[src/rtl/mips_pkg.sv]
// Shared definitions for the instruction-memory path: loader FSM encoding,
// the HALT opcode word and the address-width helper used by loader and memory.
package mips_pkg;

   typedef enum logic [1:0] {
      ST_IDLE = 2'd0,
      ST_HI   = 2'd1,
      ST_LO   = 2'd2,
      ST_DONE = 2'd3
   } loader_state_t;

   localparam logic [15:0] HALT_WORD = 16'h0000;

   // Ceiling log2; a depth of 1 still yields a 1-bit address.
   function automatic int clogb2(input int depth);
      int r;
      r = 0;
      while ((1 << r) < depth) r = r + 1;
      if (r == 0) r = 1;
      return r;
   endfunction

endpackage

[src/rtl/instruction_loader.sv]
// Assembles host bytes (high first) into instruction words and writes them to consecutive
// memory addresses from 0; one registered write strobe per word, stops on HALT or memory full.
import mips_pkg::*;

module instruction_loader #(
   parameter int NB_DATA            = 16,
   parameter int NB_BYTE            = 8,
   parameter int N_ADDR             = 2048,
   parameter int LOG2_N_INSMEM_ADDR = clogb2(N_ADDR)
) (
   input  logic                          i_clock,
   input  logic                          i_reset,
   input  logic                          i_start,
   input  logic [NB_BYTE-1:0]            i_rx_data,
   input  logic                          i_rx_valid,
   output logic [NB_DATA-1:0]            o_wr_data,
   output logic [LOG2_N_INSMEM_ADDR-1:0] o_wr_addr,
   output logic                          o_wr_enable,
   output logic                          o_busy,
   output logic                          o_done,
   output logic                          o_error,
   output logic [LOG2_N_INSMEM_ADDR:0]   o_word_count
);

   localparam int PTR_W = LOG2_N_INSMEM_ADDR + 1;
   localparam logic [PTR_W-1:0] LAST_PTR = PTR_W'(N_ADDR - 1);

   loader_state_t r_state;
   loader_state_t w_next_state;

   logic [NB_BYTE-1:0]            r_hi_byte;
   logic [PTR_W-1:0]              r_ptr;
   logic                          r_error;
   logic [NB_DATA-1:0]            r_wr_data;
   logic [LOG2_N_INSMEM_ADDR-1:0] r_wr_addr;
   logic                          r_wr_enable;

   logic [NB_DATA-1:0] w_word;
   logic               w_is_halt;
   logic               w_at_last;
   logic               w_load_start;
   logic               w_latch_hi;
   logic               w_write;
   logic               w_set_error;
   logic               w_busy;
   logic               w_done;

   assign w_word    = {r_hi_byte, i_rx_data};
   assign w_is_halt = (w_word == NB_DATA'(HALT_WORD));
   assign w_at_last = (r_ptr == LAST_PTR);

   always_ff @(posedge i_clock) begin
      if (i_reset) r_state <= ST_IDLE;
      else         r_state <= w_next_state;
   end

   always_comb begin
      w_next_state = r_state;
      case (r_state)
         ST_IDLE, ST_DONE: if (i_start)    w_next_state = ST_HI;
         ST_HI:            if (i_rx_valid) w_next_state = ST_LO;
         ST_LO: begin
            if (i_rx_valid) begin
               if (w_is_halt || w_at_last) w_next_state = ST_DONE;
               else                        w_next_state = ST_HI;
            end
         end
         default:          w_next_state = ST_IDLE;
      endcase
   end

   always_comb begin
      w_load_start = 1'b0;
      w_latch_hi   = 1'b0;
      w_write      = 1'b0;
      w_set_error  = 1'b0;
      w_busy       = 1'b0;
      w_done       = 1'b0;
      case (r_state)
         ST_IDLE: w_load_start = i_start;
         ST_HI: begin
            w_busy     = 1'b1;
            w_latch_hi = i_rx_valid;
         end
         ST_LO: begin
            w_busy      = 1'b1;
            w_write     = i_rx_valid;
            w_set_error = i_rx_valid && !w_is_halt && w_at_last;
         end
         ST_DONE: begin
            w_done       = 1'b1;
            w_load_start = i_start;
         end
         default: ;
      endcase
   end

   always_ff @(posedge i_clock) begin
      if (i_reset) begin
         r_hi_byte   <= '0;
         r_ptr       <= '0;
         r_error     <= 1'b0;
         r_wr_data   <= '0;
         r_wr_addr   <= '0;
         r_wr_enable <= 1'b0;
      end else begin
         r_wr_enable <= w_write;
         if (w_load_start) begin
            r_ptr   <= '0;
            r_error <= 1'b0;
         end
         if (w_latch_hi) r_hi_byte <= i_rx_data;
         if (w_write) begin
            r_wr_data <= w_word;
            r_wr_addr <= r_ptr[LOG2_N_INSMEM_ADDR-1:0];
            r_ptr     <= r_ptr + 1'b1;
            r_error   <= w_set_error;
         end
      end
   end

   // The pointer never wraps and starts at 0, so it doubles as the word count.
   assign o_wr_data    = r_wr_data;
   assign o_wr_addr    = r_wr_addr;
   assign o_wr_enable  = r_wr_enable;
   assign o_busy       = w_busy;
   assign o_done       = w_done;
   assign o_error      = r_error;
   assign o_word_count = r_ptr;

endmodule

[config.mk]
export PLATFORM = sky130hd
export DESIGN_NAME = instruction_loader
export DESIGN_NICKNAME = d
export VERILOG_FILES = /design/src/rtl/mips_pkg.sv /design/src/rtl/instruction_loader.sv
export SDC_FILE = /design/constraint.sdc
export NUM_CORES = 1
export LEC_CHECK = 0
export CAP_MARGIN = 10
export CORE_ASPECT_RATIO = 0.9
export CORE_MARGIN = 4
export CORE_UTILIZATION = 43
export DETAILED_ROUTE_END_ITERATION = 10
export HOLD_SLACK_MARGIN = 0.15
export PLACE_DENSITY = 0.85
export SKIP_CTS_REPAIR_TIMING = 1
export SYNTH_ARGS = -nofsm -noshare
export SYNTH_HDL_FRONTEND = slang
export SYNTH_SLANG_ARGS = --single-unit
[constraint.sdc]
create_clock -name i_clock -period 1.4 [get_ports i_clock]
set_input_delay 0.21 -clock i_clock [delete_from_list [all_inputs] [get_ports i_clock]]
set_output_delay 0.21 -clock i_clock [all_outputs]
set_load 0.02 [all_outputs]
# Yosys cells after proc, flatten, opt, wreduce, memory -nomap -nowiden
# Cells that the tools add are included.
# word_totals
regBits	51
elab_cells	40
# op_classes
add_sub_neg	1
n_eq_ne	7
mux	15
reduce_logical	10
# op_table
operator	n
$mux W12	2
$logic_not A16 Y1	1
$add A12 B1 Y12 const B	1
$eq A12 B11 Y1 const B	1
$mux W1	8
$mux W2	4
$pmux W2 S3	1
$eq A2 B2 Y1 const B	2
$ne A2 B2 Y1 const B	2
$reduce_or A2 Y1	2
$reduce_and A3 Y1	1
$eq A2 B1 Y1 const B	1
$logic_and A1 B1 Y1	2
$logic_not A2 Y1	1
$ne A2 B1 Y1 const B	1
$reduce_bool A2 Y1	1
$logic_not A1 Y1	1
$logic_or A1 B1 Y1	1

# Logic depth before layout (Yosys ltp)
# Gate-level depths: netlist (run 1).
# depth
word_depth	6
ltp_mapped	8

# Least setup slack after synthesis (run 1)
# OpenSTA, ideal clock, no wires.
# synth_timing
path_kind	reg-to-reg
startpoint	register r_ptr[4] (netlist: o_word_count[4])
endpoint	register r_ptr[11] (netlist: o_word_count[11])
arrival_ns	1.445
setup_slack_ns	-0.174
stages_incl_launch_ff	6
synth_period_minus_slack_ns	1.574
path_cell_list	dfxtp_1 -> buf_2 -> nand4_2 -> or4_4 -> nand3_1 -> o31ai_2
# synth_between
elab_chain_len	2
# synth_lines
item	line	text
start: declaration	instruction_loader.sv:32	logic [PTR_W-1:0] r_ptr;
start signal: assignment	instruction_loader.sv:116	r_ptr <= r_ptr + 1'b1;
$add A12 B1 Y12	instruction_loader.sv:116	
$mux W12	instruction_loader.sv:113	if (w_write) begin
# No other way between the ends.
# A chain may end at the register's enable or synchronous reset.

# Worst setup path in the final report (run 1)
# layout_timing
startpoint	register r_state[0]
endpoint	register r_ptr[10] (netlist: o_word_count[10])
# layout_between
elab_chain_len	4
elab_cells_between_ends	8
classes_between	eq/ne: 2; mux: 3; reduce/logical: 3
# layout_lines
item	line	text
start: declaration	instruction_loader.sv:28	loader_state_t r_state;
start signal: assignment	instruction_loader.sv:54	else r_state <= w_next_state;
$eq A2 B2 Y1 / $logic_not A2 Y1 (equally long branches)	instruction_loader.sv:79	case (r_state)
$reduce_or A2 Y1 (no source line)	--	
$mux W1	instruction_loader.sv:79	
$reduce_bool A2 Y1 (no source line)	--	
# Several ways; a longest one is shown, not always the timed one.

==> reports/metrics.json, run 1 <==
{
  "status": {"value": "complete, but fails checks"},
  "antenna_found_initial": {"value": 0},
  "fin_ws": {"value": -0.153, "unit": "ns"},
  "drcViolationCount": {"value": 0},
  "worst_setup_path_end_kind": {"value": "register"},
  "pnr_total_power": {"value": 3.04, "unit": "mW"},
  "most_common_library_cell_in_the_layout_ignoring_fill_and_taps": {"value": "nand2_1"},
  "placeableCoreArea": {"value": 0.00455, "unit": "mm²"},
  "critical_path_at": {"value": 1.75, "unit": "ns"},
  "die_width": {"value": 81.0, "unit": "µm"},
  "route.top_layer_used": {"value": "met4"},
  "clkTransAtPathRegs": {"value": 0.10, "unit": "ns"},
  "mostFrequentLayoutCells": {"value": "nand2_1, dfxtp_1, dlymetal6s2s_1"},
  "avgRoutedWirePerCell": {"value": 18.3, "unit": "µm"},
  "worstSetupPathType": {"value": "register to register"},
  "crit_path_start_kind": {"value": "register"},
  "insertedDiodeCount": {"value": 0},
  "die_ar": {"value": 0.00597, "unit": "mm²"},
  "part_of_the_yosys_area_used_for_sequential_elements": {"value": 49.5, "unit": "%"},
  "post_route_cells_drive_above_1_share": {"value": 30.2, "unit": "%"},
  "pin_count_of_the_biggest_net_entering_global_routing": {"value": 30},
  "synth.avg_cell_area": {"value": 8.00, "unit": "µm²"},
  "cts-root-to-sink-buffers": {"value": 2},
  "final_util": {"value": 77.3, "unit": "%"},
  "yosys-top-cells-area": {"value": "dfxtp_1, nand2_1, a21oi_1"},
  "timing.slew.headroom": {"value": 71.4, "unit": "%"},
  "met2RoutedLength": {"value": 3.80, "unit": "mm"},
  "leakage": {"value": 2.04, "unit": "nW"},
  "insertion_delay": {"value": 0.32, "unit": "ns"},
  "synthArstFlopShare": {"value": 0, "unit": "%"},
  "maxSlewViolCount": {"value": 0},
  "synth_edf_count": {"value": 0},
  "timing.clock.skew": {"value": 0.00606, "unit": "ns"},
  "tritoncts": {"value": "done"},
  "grt_first_pass_wirelength": {"value": 9.44, "unit": "mm"},
  "crit_required": {"value": 1.60, "unit": "ns"},
  "cts_root_buffer": {"value": "clkbuf_8"},
  "finalCritPeriodShare": {"value": 111, "unit": "%"},
  "met3WireLength": {"value": 587, "unit": "µm"},
  "nets": {"value": 369},
  "final.hold.worst_slack": {"value": 0.254, "unit": "ns"},
  "first_iter_violations": {"value": 247},
  "hp-class": {"value": "input port to register"},
  "ant_nets": {"value": 0},
  "mappedNetlistNets": {"value": 274},
  "vdd_ir_drop_max": {"value": 0.645, "unit": "mV"},
  "sum_of_negative_setup_slack": {"value": -0.738, "unit": "ns"},
  "grt.total_usage": {"value": 20.6, "unit": "%"},
  "route.final.wire_length": {"value": 7.62, "unit": "mm"},
  "detail_route.first_pass.iterations": {"value": 6},
  "fin_cells": {"value": 416},
  "number_of_sinks_driven_by_the_clock_tree": {"value": 51},
  "final_report_hold_violation_count": {"value": 0},
  "placement_rows": {"value": 23},
  "io_pins": {"value": 55},
  "timing_worst_slew_pin_value": {"value": 0.425, "unit": "ns"},
  "synth_area": {"value": 0.00206, "unit": "mm²"},
  "ys.flop_type": {"value": "dfxtp_1"},
  "yosysWarningCount": {"value": 0},
  "synth_cell_types": {"value": 31},
  "h_tree_depth_reported_by_cts": {"value": 2},
  "m1_wl": {"value": 2.92, "unit": "mm"},
  "report.final.setup_viol": {"value": 11},
  "timing.critical_path.fanout_max": {"value": 8},
  "post-synth-top-area-fraction": {"value": 49.5, "unit": "%"},
  "pwr_density_cell": {"value": 865, "unit": "mW/mm²"},
  "vias_per_cell": {"value": 5.71},
  "rsz0062_at_grt": {"value": "yes"},
  "overflow": {"value": 0},
  "gp_congestion": {"value": 0.838},
  "ys_seq_elements": {"value": 51},
  "port_buffers": {"value": 54},
  "post_synth_inst_count": {"value": 258},
  "fmaxAchievable": {"value": 0.644, "unit": "GHz"},
  "final.min_clock_period": {"value": 1.55, "unit": "ns"},
  "drv.max_cap_violation_count": {"value": 0},
  "first_global_vias": {"value": 2094},
  "violated_checks": {"value": "negative setup slack"},
  "numPlacedInstances": {"value": 396},
  "number_of_buffers_created_by_cts": {"value": 5},
  "place_hpwl": {"value": 4.22, "unit": "mm"},
  "start_util": {"value": 45.4, "unit": "%"},
  "synth.largest_area_cell": {"value": "dfxtp_1"},
  "route.vias.total": {"value": 2375},
  "die_h": {"value": 73.7, "unit": "µm"},
  "layout-area-overhead-vs-synth": {"value": 70.3, "unit": "%"}
}
where the power goes:
part / internal, mW / switching, mW / leakage (nW)
registers: 1.46 / 0.0141 / 0.417
logic: 0.143 / 0.169 / 1.56
clock network: 0.713 / 0.543 / 0.0644
total: 2.31 / 0.726 / 2.04
per-layer routing:
metal	vias to the layer above	track usage, %
li1	1082	-
met1	1111	25.7
met2	142	33.8
met3	40	3.31
met4	0	11.4
met5	-	0
cell usage after synthesis (2+ instances only):
cell type / instances
nand4_1: 3
buf_2: 2
nor3_1: 3
inv_1: 5
clkbuf_1: 10
or4_4: 2
ha_1: 4
nand3_1: 14
nand2_1: 69
o21ai_0: 6
a21oi_1: 46
and2_1: 2
o31ai_1: 2
a311oi_1: 3
o31ai_2: 2
buf_1: 4
dfxtp_1: 51
nor4_1: 5
a31oi_1: 2
nor2_1: 12
final cells by class:
class / count / area (µm²)
Clock buffer: 5 / 68.8
Clock inverter: 3 / 67.6
Fill cell: 282 / 1030
Inverter: 5 / 18.8
Multi-Input combinational cell: 185 / 1160
Sequential cell: 51 / 1040
Tap cell: 62 / 77.6
Timing Repair Buffer: 105 / 1070
sequential cells by signal, indices dropped and copies added (netlist names):
register / flops
o_wr_enable: 1
r_state: 2
o_error: 1
o_wr_addr: 11
o_wr_data: 16
o_word_count: 12
r_hi_byte: 8
worst paths after layout:
check | slack, ns | endpoint | startpoint | cells past startpoint
worst max-delay path | -0.15 | o_word_count[10] | r_state[0] | 7
worst min-delay path | 0.25 | o_word_count[1] | i_reset | 2
worst max register to register | -0.15 | o_word_count[10] | r_state[0] | 7
worst min register to register | 0.46 | o_wr_data[11] | o_wr_data[11] | 2
logic make-up after synthesis:
| family | count (synthesis) | synth area share (%) |
|---|---|---|
| AND/OR/NAND/NOR | 115 | 25.1 |
| AO/OA/AOI/OAI | 65 | 18.1 |
| flip-flops | 51 | 49.5 |
| buffers and inverters | 22 | 4.49 |
| adder cells (fa/ha/maj) | 4 | 2.43 |
| XOR/XNOR | 1 | 0.425 |
critical path, cell delays in order, from the launching register on:
cell	delay, ns
dfxtp_2	0.34
inv_2	0.07
ha_4	0.16
buf_6	0.09
and2_4	0.22
buf_6	0.13
o31ai_1	0.06
a311oi_1	0.35
through the flow:
stage,worst slack (ns),instance area [µm²]
2_1_floorplan,-0.0877,2100
3_3_place_gp,-0.224,2930
3_5_place_dp,-0.255,2930
4_1_cts,-0.387,3070
5_1_grt,-0.189,3510
6_report,-0.153,3510
(Power assumes the default switching activity.)
==> run 2: changes to the inputs <==
CORE_UTILIZATION = 50   (was 43)
DONT_BUFFER_PORTS = 1   (was not set)
PLACE_DENSITY = 0.78   (was 0.85)
==> run 2 against run 1 <==
The run ends with negative hold slack, negative setup slack left. Clock skew is essentially flat. Combinational power shrank 49%. Flip-flop and latch count is the same. Die area shrank 13%. Register-to-register slack gained 0.08 ns. Maximum frequency grew 5.5%. Via count shrank 16%.
==> reports/metrics.json, run 2 (synthesis gave the netlist of run 1 again) <==
{
  "worstSetupStartpoint": {"value": "o_word_count[1]"},
  "placeableCoreArea": {"value": 0.00384, "unit": "mm²"},
  "vdd_ir_drop_max": {"value": 0.734, "unit": "mV"},
  "gp_congestion": {"value": 0.819},
  "pwr_density_cell": {"value": 1050, "unit": "mW/mm²"},
  "die_ar": {"value": 0.00522, "unit": "mm²"},
  "route.vias.total": {"value": 1988},
  "fmaxAchievable": {"value": 0.679, "unit": "GHz"},
  "h_tree_depth_reported_by_cts": {"value": 2},
  "first_iter_violations": {"value": 238},
  "report.final.setup_viol": {"value": 4},
  "overflow": {"value": 0},
  "post-route-cell-area": {"value": 0.00269, "unit": "mm²"},
  "cts-root-to-sink-buffers": {"value": 2},
  "largest_register_ffs": {"value": 16},
  "fin_ws": {"value": -0.0718, "unit": "ns"},
  "drv.max_cap_violation_count": {"value": 0},
  "timing.slew.headroom": {"value": 72.0, "unit": "%"},
  "pin_count_of_the_biggest_net_entering_global_routing": {"value": 52},
  "hp-start": {"value": "i_reset"},
  "ant_nets": {"value": 0},
  "worst-r2r-cell-count": {"value": 4},
  "layout-area-overhead-vs-synth": {"value": 30.3, "unit": "%"},
  "timing.clock.skew": {"value": 0.00579, "unit": "ns"},
  "fin_cells": {"value": 335},
  "vias_per_cell": {"value": 5.93},
  "numPlacedInstances": {"value": 318},
  "place_hpwl": {"value": 3.68, "unit": "mm"},
  "leakage": {"value": 0.967, "unit": "nW"},
  "die_width": {"value": 75.7, "unit": "µm"},
  "whs_path_depth": {"value": 1},
  "timing.critical_path.fanout_max": {"value": 4},
  "critical_path_at": {"value": 1.69, "unit": "ns"},
  "final.min_clock_period": {"value": 1.47, "unit": "ns"},
  "placed_cell_area": {"value": 0.00233, "unit": "mm²"},
  "drcViolationCount": {"value": 0},
  "clkTransAtPathRegs": {"value": 0.09, "unit": "ns"},
  "hp-class": {"value": "input port to register"},
  "crit_path_start_kind": {"value": "register"},
  "grt.met3_usage": {"value": 5.94, "unit": "%"},
  "place_worst_setup_slack": {"value": -0.0602, "unit": "ns"},
  "antenna_found_initial": {"value": 0},
  "grt.total_usage": {"value": 21.0, "unit": "%"},
  "die_h": {"value": 68.9, "unit": "µm"},
  "detail_route.first_pass.iterations": {"value": 5},
  "violated_checks": {"value": "negative hold slack, negative setup slack"},
  "timing_worst_slew_pin_value": {"value": 0.416, "unit": "ns"},
  "number_of_buffers_created_by_cts": {"value": 5},
  "first_global_vias": {"value": 1736},
  "most_common_library_cell_in_the_layout_ignoring_fill_and_taps": {"value": "nand2_1"},
  "route.final.wire_length": {"value": 5.96, "unit": "mm"},
  "critical_path.reg2reg.startpoint": {"value": "o_word_count[1]"},
  "finalCritPeriodShare": {"value": 105, "unit": "%"},
  "worstSetupPathType": {"value": "register to register"},
  "final.hold.worst_slack": {"value": -0.0527, "unit": "ns"},
  "port_buffers": {"value": 0},
  "avgRoutedWirePerCell": {"value": 17.8, "unit": "µm"},
  "post_route_cells_drive_above_1_share": {"value": 27.3, "unit": "%"},
  "mostFrequentLayoutCells": {"value": "nand2_1, a21oi_1, dfxtp_1"},
  "busiest_layer": {"value": "met2"},
  "grt_first_pass_wirelength": {"value": 8.25, "unit": "mm"},
  "crit_required": {"value": 1.61, "unit": "ns"},
  "nets": {"value": 304},
  "insertion_delay": {"value": 0.32, "unit": "ns"},
  "placement_rows": {"value": 21},
  "fillers": {"value": 281},
  "final_report_hold_violation_count": {"value": 50},
  "start_util": {"value": 53.8, "unit": "%"},
  "maxSlewViolCount": {"value": 0},
  "rsz0062_at_grt": {"value": "yes"},
  "cts_root_buffer": {"value": "clkbuf_8"},
  "worst_setup_path_end_kind": {"value": "register"},
  "tritoncts": {"value": "done"},
  "status": {"value": "complete, but fails checks"},
  "gr_met1_demand_resource": {"value": 27.9, "unit": "%"},
  "insertedDiodeCount": {"value": 0},
  "number_of_sinks_driven_by_the_clock_tree": {"value": 51},
  "grt_util_met2": {"value": 31.9, "unit": "%"},
  "io_pins": {"value": 55}
}
-- run 2: changes by cell type in the layout (fill, tap and decap cells not counted), moves of 5 or more --
cell             delta
a21oi_1             +6
a21oi_2             -5
buf_4               -5
clkdlybuf4s50_1    -10
dlymetal6s2s_1     -41
nand2_1             +6
-- run 2: cell type report --
cell class	instances	area (µm²)	share of cell area [%]
Multi-Input combinational cell	185	1100	40.9
Sequential cell	51	1040	38.8
Timing Repair Buffer	40	337	12.5
Clock buffer	6	72.6	2.70
Clock inverter	2	60.1	2.23
Tap cell	46	57.6	2.14
Inverter	5	18.8	0.698
-- run 2: where the power goes --
group,switching (mW),internal (mW),total (mW)
clock network,0.490,0.714,1.20
registers,0.0138,1.46,1.47
logic,0.0894,0.0691,0.159
-- run 2: metrics by stage --
stage | utilization (%) | hold slack (ns) | setup TNS (ns) | power [mW]
floorplan | - | 0.346 | -0.159 | 1.63
global placement | 60.7 | 0.279 | -0.0750 | 1.65
detailed placement | 60.7 | 0.281 | -0.163 | 1.65
CTS | 64.1 | -0.0504 | -0.456 | 2.83
global route | 70.1 | -0.0586 | -0.454 | 2.93
finish | 70.1 | -0.0527 | -0.146 | 2.83
-- run 2: critical path: stages (launching register included) --
cell	delay [ns]
dfxtp_4	0.40
nand4_1	0.21
or4_4	0.59
nand3_2	0.11
o31ai_2	0.06
-- run 2: per-layer routing --
metal	part of all wire, %	routed length, µm	vias up
li1	-	-	949
met1	41	2430	951
met2	49	2920	69
met3	6.9	411	19
met4	3.3	199	0
met5	0	0	-
-- run 2: path summary, 6_finish.rpt --
path | slack (ns) | end
min reg2reg | 0.47 | o_wr_data[8]
max | -0.07 | o_word_count[11]
max reg2reg | -0.07 | o_word_count[11]
min | -0.05 | r_state[1]
==> run 3: changes to the inputs <==
ABC_CLOCK_PERIOD_IN_PS = 1400   (was not set)
CTS_BUF_LIST = sky130_fd_sc_hd__clkbuf_8 sky130_fd_sc_hd__clkbuf_16   (was not set)
==> run 3 against run 2 <==
Global-route usage is the same. Critical endpoint unchanged. Maximum frequency rose by 1.1%. Largest cell class unchanged. Clock-buffer cell count down 1. Flip-flop and latch count unchanged. The run still ends with negative hold slack, negative setup slack left. Design area stayed put. Non-clock buffer count unchanged. Sequential share of layout area is the same. Power grew 0.20%.
==> reports/metrics.json, run 3 (synthesis gave the netlist of run 1 again) <==
{
  "pnr_total_power": {"value": 2.84, "unit": "mW"},
  "first_iter_violations": {"value": 241},
  "placed_cell_area": {"value": 0.00233, "unit": "mm²"},
  "overflow": {"value": 0},
  "port_buffers": {"value": 0},
  "fin_cells": {"value": 335},
  "post-route-cell-area": {"value": 0.00269, "unit": "mm²"},
  "ant_nets": {"value": 0},
  "timing.clock.skew": {"value": 0.00602, "unit": "ns"},
  "timing.critical_path.fanout_max": {"value": 4},
  "route.final.wire_length": {"value": 6.01, "unit": "mm"},
  "critical_path.reg2reg.startpoint": {"value": "o_word_count[1]"},
  "grt.total_usage": {"value": 21.0, "unit": "%"},
  "die_h": {"value": 68.9, "unit": "µm"},
  "hp-start": {"value": "i_reset"},
  "leakage": {"value": 0.971, "unit": "nW"},
  "number_of_sinks_driven_by_the_clock_tree": {"value": 51},
  "insertion_delay": {"value": 0.32, "unit": "ns"},
  "insertedDiodeCount": {"value": 0},
  "cts-root-to-sink-buffers": {"value": 2},
  "final.min_clock_period": {"value": 1.46, "unit": "ns"},
  "status": {"value": "complete, but fails checks"},
  "die_width": {"value": 75.7, "unit": "µm"},
  "crit_path_start_kind": {"value": "register"},
  "finalCritPeriodShare": {"value": 104, "unit": "%"},
  "worstSetupStartpoint": {"value": "o_word_count[1]"},
  "tritoncts": {"value": "done"},
  "number_of_buffers_created_by_cts": {"value": 5},
  "detail_route.first_pass.iterations": {"value": 4},
  "fmaxAchievable": {"value": 0.687, "unit": "GHz"},
  "violated_checks": {"value": "negative hold slack, negative setup slack"},
  "layout-area-overhead-vs-synth": {"value": 30.3, "unit": "%"},
  "placeableCoreArea": {"value": 0.00384, "unit": "mm²"},
  "most_common_library_cell_in_the_layout_ignoring_fill_and_taps": {"value": "nand2_1"},
  "grt_first_pass_wirelength": {"value": 8.25, "unit": "mm"},
  "crit_required": {"value": 1.62, "unit": "ns"},
  "start_util": {"value": 53.8, "unit": "%"},
  "avgRoutedWirePerCell": {"value": 17.9, "unit": "µm"},
  "final_util": {"value": 70.1, "unit": "%"},
  "maxSlewViolCount": {"value": 0},
  "fin_ws": {"value": -0.0553, "unit": "ns"},
  "largest_register_ffs": {"value": 16},
  "vias_per_cell": {"value": 5.93},
  "timing_worst_slew_pin_value": {"value": 0.410, "unit": "ns"},
  "critical_path_at": {"value": 1.67, "unit": "ns"},
  "comb_power_share": {"value": 5.6, "unit": "%"},
  "switchingPower": {"value": 0.606, "unit": "mW"},
  "first_global_vias": {"value": 1736},
  "nets": {"value": 304},
  "power_switching_share": {"value": 21.3, "unit": "%"},
  "route.vias.total": {"value": 1987},
  "final.hold.worst_slack": {"value": -0.0581, "unit": "ns"},
  "timing.slew.headroom": {"value": 72.4, "unit": "%"},
  "clkPwrFrac": {"value": 42.6, "unit": "%"},
  "worst_setup_path_end_kind": {"value": "register"},
  "place_hpwl": {"value": 3.68, "unit": "mm"},
  "worstSetupPathType": {"value": "register to register"},
  "pin_count_of_the_biggest_net_entering_global_routing": {"value": 52},
  "mostFrequentLayoutCells": {"value": "nand2_1, a21oi_1, dfxtp_1"},
  "final_report_hold_violation_count": {"value": 50},
  "p_int": {"value": 2.23, "unit": "mW"},
  "post_route_cells_drive_above_1_share": {"value": 27.3, "unit": "%"},
  "clkTransAtPathRegs": {"value": 0.09, "unit": "ns"},
  "io_pins": {"value": 55},
  "pwr_density_cell": {"value": 1060, "unit": "mW/mm²"},
  "gp_congestion": {"value": 0.819},
  "seq_power_share": {"value": 51.8, "unit": "%"},
  "die_ar": {"value": 0.00522, "unit": "mm²"},
  "drcViolationCount": {"value": 0},
  "antenna_found_initial": {"value": 0},
  "drv.max_cap_violation_count": {"value": 0},
  "h_tree_depth_reported_by_cts": {"value": 2},
  "report.final.setup_viol": {"value": 3},
  "vdd_ir_drop_max": {"value": 0.734, "unit": "mV"},
  "rsz0062_at_grt": {"value": "yes"},
  "place_worst_setup_slack": {"value": -0.0602, "unit": "ns"},
  "hp-class": {"value": "input port to register"},
  "numPlacedInstances": {"value": 318},
  "placement_rows": {"value": 21},
  "cts_root_buffer": {"value": "clkbuf_8"}
}
[run 3: cell types whose count changed in the layout (fill, tap and decap cells not counted), sizes merged]
cell | previous run | this run
clkbuf | 6 | 5
inv | 5 | 6
[run 3: power by group through the flow]
stage	Sequential (mW)	Combinational (mW)	Clock (mW)
2_1_floorplan	1.51	0.117	0
3_3_place_gp	1.51	0.134	0
3_5_place_dp	1.51	0.138	0
4_1_cts	1.48	0.139	1.21
5_1_grt	1.48	0.175	1.27
6_report	1.47	0.158	1.21
[run 3: worst max-delay path, stage by stage (launching register included)]
cell and delay, ns:
dfxtp_4 0.40, nand4_1 0.20, or4_4 0.59, nand3_2 0.11, o31ai_2 0.06
[run 3: final cells by class]
cell class	instances	area, µm²
Multi-Input combinational cell	185	1100
Sequential cell	51	1040
Inverter	5	18.8
Timing Repair Buffer	40	337
Fill cell	281	1150
Tap cell	46	57.6
Clock inverter	3	63.8
Clock buffer	5	68.8
[run 3: through the flow]
step	TNS, ns	hold slack [ns]
after CTS	-0.457	-0.0508
after detailed placement	-0.163	0.281
after global placement	-0.0750	0.279
after global routing	-0.468	-0.0586
final	-0.102	-0.0581
after floorplan	-0.159	0.346
[run 3: final timing paths]
path	endpoint	slack, ns	cells past startpoint
hold reg to reg	o_wr_data[8]	0.47	2
setup / recovery	o_word_count[11]	-0.06	4
hold / removal	r_state[1]	-0.06	1
setup reg to reg	o_word_count[11]	-0.06	4
[run 3: layer usage]
layer	vias up	wire [µm]	track usage, %
li1	947	-	-
met1	939	2420	27.9
met2	83	2910	31.9
met3	18	484	5.94
met4	0	185	9.17
met5	-	0	0
==> variant 1: new RTL, settings of run 2 <==
Make the reset (`i_reset`) asynchronous in 2 clocked blocks.
--- a/src/rtl/instruction_loader.sv
+++ b/src/rtl/instruction_loader.sv
@@ -49,7 +49,7 @@
    assign w_is_halt = (w_word == NB_DATA'(HALT_WORD));
    assign w_at_last = (r_ptr == LAST_PTR);
 
-   always_ff @(posedge i_clock) begin
+   always_ff @(posedge i_clock or posedge i_reset) begin
       if (i_reset) r_state <= ST_IDLE;
       else         r_state <= w_next_state;
    end
@@ -95,7 +95,7 @@
       endcase
    end
 
-   always_ff @(posedge i_clock) begin
+   always_ff @(posedge i_clock or posedge i_reset) begin
       if (i_reset) begin
          r_hi_byte   <= '0;
          r_ptr       <= '0;
Function: differs if i_reset is asserted again (counterexample within 4 cycles, from zero or initial values and one cycle with i_reset high); with i_reset held inactive, the same outputs for 10 cycles.
==> variant 1 against run 2 <==
Critical endpoint is now o_word_count[11]; the flow finishes with violations (setup timing); wire length is 11% lower; highest routed layer unchanged; worst setup slack got worse by 44 ps; first-iteration DRC count fell by 44%; synthesized area increased by 4.4%; design area up 5.7%; hold slack gained 210 ps; sequential cell count unchanged.
Power is not compared: it rests on default switching activity, and its combinational part moved more than twofold at a synthesized area within 25%.
==> variant 1: results (changes against run 2) <==
| Metric | Value |
|---|---|
| Hold WS | `157.5 ps (was -52.67 ps)` |
| ClkCell Share | `2.993% (was 4.933%)` |
| Failing checks | `setup timing (was hold timing, setup timing)` |
| Post-DP HPWL | `3.542 mm (was 3.682 mm)` |
| Logic inverters | `7 (was 5)` |
| Post-route cell area | `2843 um2 (was 2689 um2)` |
| Sequential share of cell area | `45.16% (was 38.76%)` |
| Vias/cell | `5.550 (was 5.934)` |
| Clock latency on the worst-skew pair | `300 ps (was 320 ps)` |
| Vias in the first global route | `1,637 (was 1,736)` |
| Max Clock Skew | `7.436 ps (was 5.785 ps)` |
| Worst Setup Slack, final | `-115.9 ps (was -71.81 ps)` |
| Final wirelength | `5.315 mm (was 5.958 mm)` |
| Layout cells sized above 1 | `31.99% (was 27.34%)` |
| Post-synthesis adder-cell area fraction | `2.324% (was 2.426%)` |
| Reg2reg end | `o_word_count[11] (unchanged)` |
| # fillers | `306 (was 281)` |
| Status | `finished, violations left (unchanged)` |
| Syn Inst Count | `221 (was 258)` |
| DP Worst Slack | `-139.9 ps (was -60.19 ps)` |
| Critical Path Source | `r_state[0] (was o_word_count[1])` |
| Dpl cells | `296 (was 318)` |
| DP Area | `2509 um2 (was 2327 um2)` |
| Area of the multi-input gates | `935.9 um2 (was 1101 um2)` |
| Final Setup Violations | `6 (was 4)` |
| Hold EP | `r_state[1] (unchanged)` |
## variant 1: changes by cell type after synthesis, sizes merged, moves of 3 or more
cell,run 2,this run
a21oi,46,5
a311oi,3,0
buf,7,1
clkbuf,10,6
dfrtp,0,51
dfxtp,51,0
mux2,0,8
nand2,69,91
nand3,14,8
nor2,12,3
o21ai,6,9
## variant 1: per-layer routing
metal / GRT usage, % / wire length (um) / vias to the layer above
met1: 24.77 / 2275 / 863
met4: 4.545 / 19 / 0
met2: 29.91 / 2593 / 65
met3: 5.670 / 426 / 6
met5: 0 / 0 / -
li1: - / - / 842
## variant 1: kinds of logic after synthesis
group | Yosys count
adder cells (fa/ha/maj) | 4
AO/OA/AOI/OAI | 24
multiplexers | 10
XOR/XNOR | 1
buffers and inverters | 14
flip-flops | 51
AND/OR/NAND/NOR | 117
## variant 1: critical path, cell delays in order, from the launching register on
cell and delay, ps:
dfrtp_1 400, inv_2 80, ha_4 150, nand2_4 70, clkinv_4 60, nand4_1 140, o311ai_1 360, o41ai_2 130
==> variant 2: new RTL, settings of run 2 <==
Made on the original files. Change the parameter `N_ADDR` from 2048 to 4096.
--- a/src/rtl/instruction_loader.sv
+++ b/src/rtl/instruction_loader.sv
@@ -5,7 +5,7 @@
 module instruction_loader #(
    parameter int NB_DATA            = 16,
    parameter int NB_BYTE            = 8,
-   parameter int N_ADDR             = 2048,
+   parameter int N_ADDR             = 4096,
    parameter int LOG2_N_INSMEM_ADDR = clogb2(N_ADDR)
 ) (
    input  logic                          i_clock,
Interface: changed (resized o_word_count and o_wr_addr); port bits go from 55 to 57. The function was not compared with the original's and may differ.
==> variant 2 against run 2 <==
The run ends with setup timing left; design area rose by 0.14%; global-route usage fell by 3.0 points; core utilization fell by 4.9 points; wire length fell by 12%; total power fell by 9.1%; sequential cell count rose by 2; worst setup slack improved by 35 ps; synthesized area rose by 5.5%; non-clock buffer count did not move.
==> variant 2: results (changes against run 2) <==
| Metric | Value |
|---|---|
| Largest net degree at the start of global routing | `48 (was 52)` |
| Drt first pass iters | `4 (was 5)` |
| CP arrival | `1650 ps (was 1690 ps)` |
| Seq/Total Area, Yosys | `48.76% (was 49.48%)` |
| Rel. slew slack | `76.98% (was 72.03%)` |
| Layout cells sized above 1 | `23.61% (was 27.34%)` |
| Fin nets | `320 (was 304)` |
| Hold depth | `3 (was 1)` |
| GRT Overall Usage | `18.01% (was 21.05%)` |
| Vias/cell | `5.714 (was 5.934)` |
| Hold EP | `r_hi_byte[1] (was r_state[1])` |
| Vias in the first global route | `1,763 (was 1,736)` |
| Post-DP HPWL | `3.510 mm (was 3.682 mm)` |
| Worst path max stage delay | `380 ps (was 590 ps)` |
| Max Clock Skew | `8.036 ps (was 5.785 ps)` |
| Syn Inst Count | `274 (was 258)` |
| Synth top area cells | `dfxtp_1 (49%), nand2_1 (13%), a21oi_1 (11%), nand3_1 (2.8%), clkbuf_1 (2.4%) (was dfxtp_1 (49%), nand2_1 (13%), a21oi_1 (11%), nand3_1 (3.4%), ha_1 (2.4%))` |
| Status | `finished, violations left (unchanged)` |
| Setup TNS | `-48.92 ps (was -146.1 ps)` |
| Worst r2r path cells | `5 (was 4)` |
| Synth Net Count | `290 (was 274)` |
| Final Wtd Congestion | `0.7685 (was 0.8194)` |
| Reg2reg end | `r_state[1] (was o_word_count[11])` |
| Synth unique cells | `37 (was 31)` |
| Hold wc startpoint | `i_rx_valid (was i_reset)` |
| Maximum fanout along the worst path | `5 (was 4)` |
| Top post-synthesis cells by count | `nand2_1 (77), dfxtp_1 (53), a21oi_1 (48) (was nand2_1 (69), dfxtp_1 (51), a21oi_1 (46))` |
| Worst vdd ir | `661.6 uV (was 734.4 uV)` |
| Final Setup Violations | `2 (was 4)` |
| Slowest CP cell | `dfxtp_4 (was or4_4)` |
| Worst Setup Slack, final | `-37.28 ps (was -71.81 ps)` |
| Final wirelength | `5.272 mm (was 5.958 mm)` |
| Wire length per cell | `14.93 um (was 17.79 um)` |
| First-pass GRT wire length | `8.093 mm (was 8.245 mm)` |
| DRT iter0 DRCs | `118 (was 238)` |
| CTS H-tree lvls | `2 (unchanged)` |
| Dpl cells | `329 (was 318)` |
| Largest register FFs | `16 (unchanged)` |
| Static Leak | `0.9572 nW (was 0.9666 nW)` |
| # fillers | `335 (was 281)` |
| Failing checks | `setup timing (was hold timing, setup timing)` |
==> variant 2: changes by cell type after synthesis, sizes merged, moves of 4 or more <==
cell,delta
buf,-4
o211ai,+4
o31ai,-4
nand2,+8
clkbuf,+4
==> variant 2: worst reg2reg max path, stage by stage (launching register included) <==
cell and delay, ps:
dfxtp_4 380, ha_4 150, nand3_4 90, nand2b_4 170, or3_4 340, a311oi_2 210
==> variant 2: metrics by stage <==
stage | cell area, um2 | hold slack [ps] | setup slack [ps] | util [%]
global placement | 2411 | 280.6 | 12.49 | 58.39
detailed placement | 2411 | 282.2 | -10.19 | 58.39
global route | 2693 | 190.2 | -79.15 | 65.21
CTS | 2497 | -50.27 | -41.03 | 60.48
finish | 2693 | 188.4 | -37.28 | 65.21
floorplan | 2233 | 346.0 | -2.731 | -
==> variant 2: kinds of logic after synthesis <==
logic type	count (synthesis)	synth area share [%]
AOI/OAI and AO/OA	69	17.83
adders and majority gates	4	2.300
buffers and inverters	23	4.255
DFF	53	48.76
and+or+nand+nor	125	26.85
==> variant 2: layer usage <==
layer | routed length, um | up-vias | part of all wire, % | GRT usage (%)
met3 | 503 | 11 | 9.5 | 7.252
met4 | 76 | 0 | 1.4 | 6.324
met1 | 2240 | 930 | 42 | 21.39
li1 | - | 1003 | - | -
met2 | 2452 | 73 | 47 | 29.63
met5 | 0 | - | 0 | 0
==> variant 2: how the worst max path moves through the flow <==
| stage | slack [ps] | startpoint | end | cells past startpoint |
|---|---|---|---|---|
| 3_3_place_gp | 10 | r_state[0] | o_word_count[9] | 5 |
| 3_5_place_dp | -10 | r_state[0] | o_word_count[9] | 5 |
| 5_1_grt | -80 | r_state[0] | o_word_count[7] | 6 |
| 6_report | -40 | o_word_count[1] | r_state[1] | 5 |
| 4_1_cts | -40 | r_state[0] | o_word_count[9] | 5 |
| 2_1_floorplan | -3 | o_word_count[1] | r_state[1] | 5 |
==> variant 2: power breakdown <==
part | internal [mW] | switching [mW] | leakage [nW]
combinational | 0.0931 | 0.111 | 0.480
sequential | 1.52 | 0.0132 | 0.433
clock | 0.346 | 0.495 | 0.0439
total | 1.96 | 0.620 | 0.957
==> variant 2: cell type report <==
cell class	count	area [um2]	share of cell area (%)
multi-input cells	198	1097	40.75
flip-flops and latches	53	1079	40.06
repair buffers	40	347.8	12.92
clock buffers	5	68.82	2.556
well taps	48	60.06	2.230
inverters	6	22.52	0.8364
clock inverters	3	17.52	0.6506
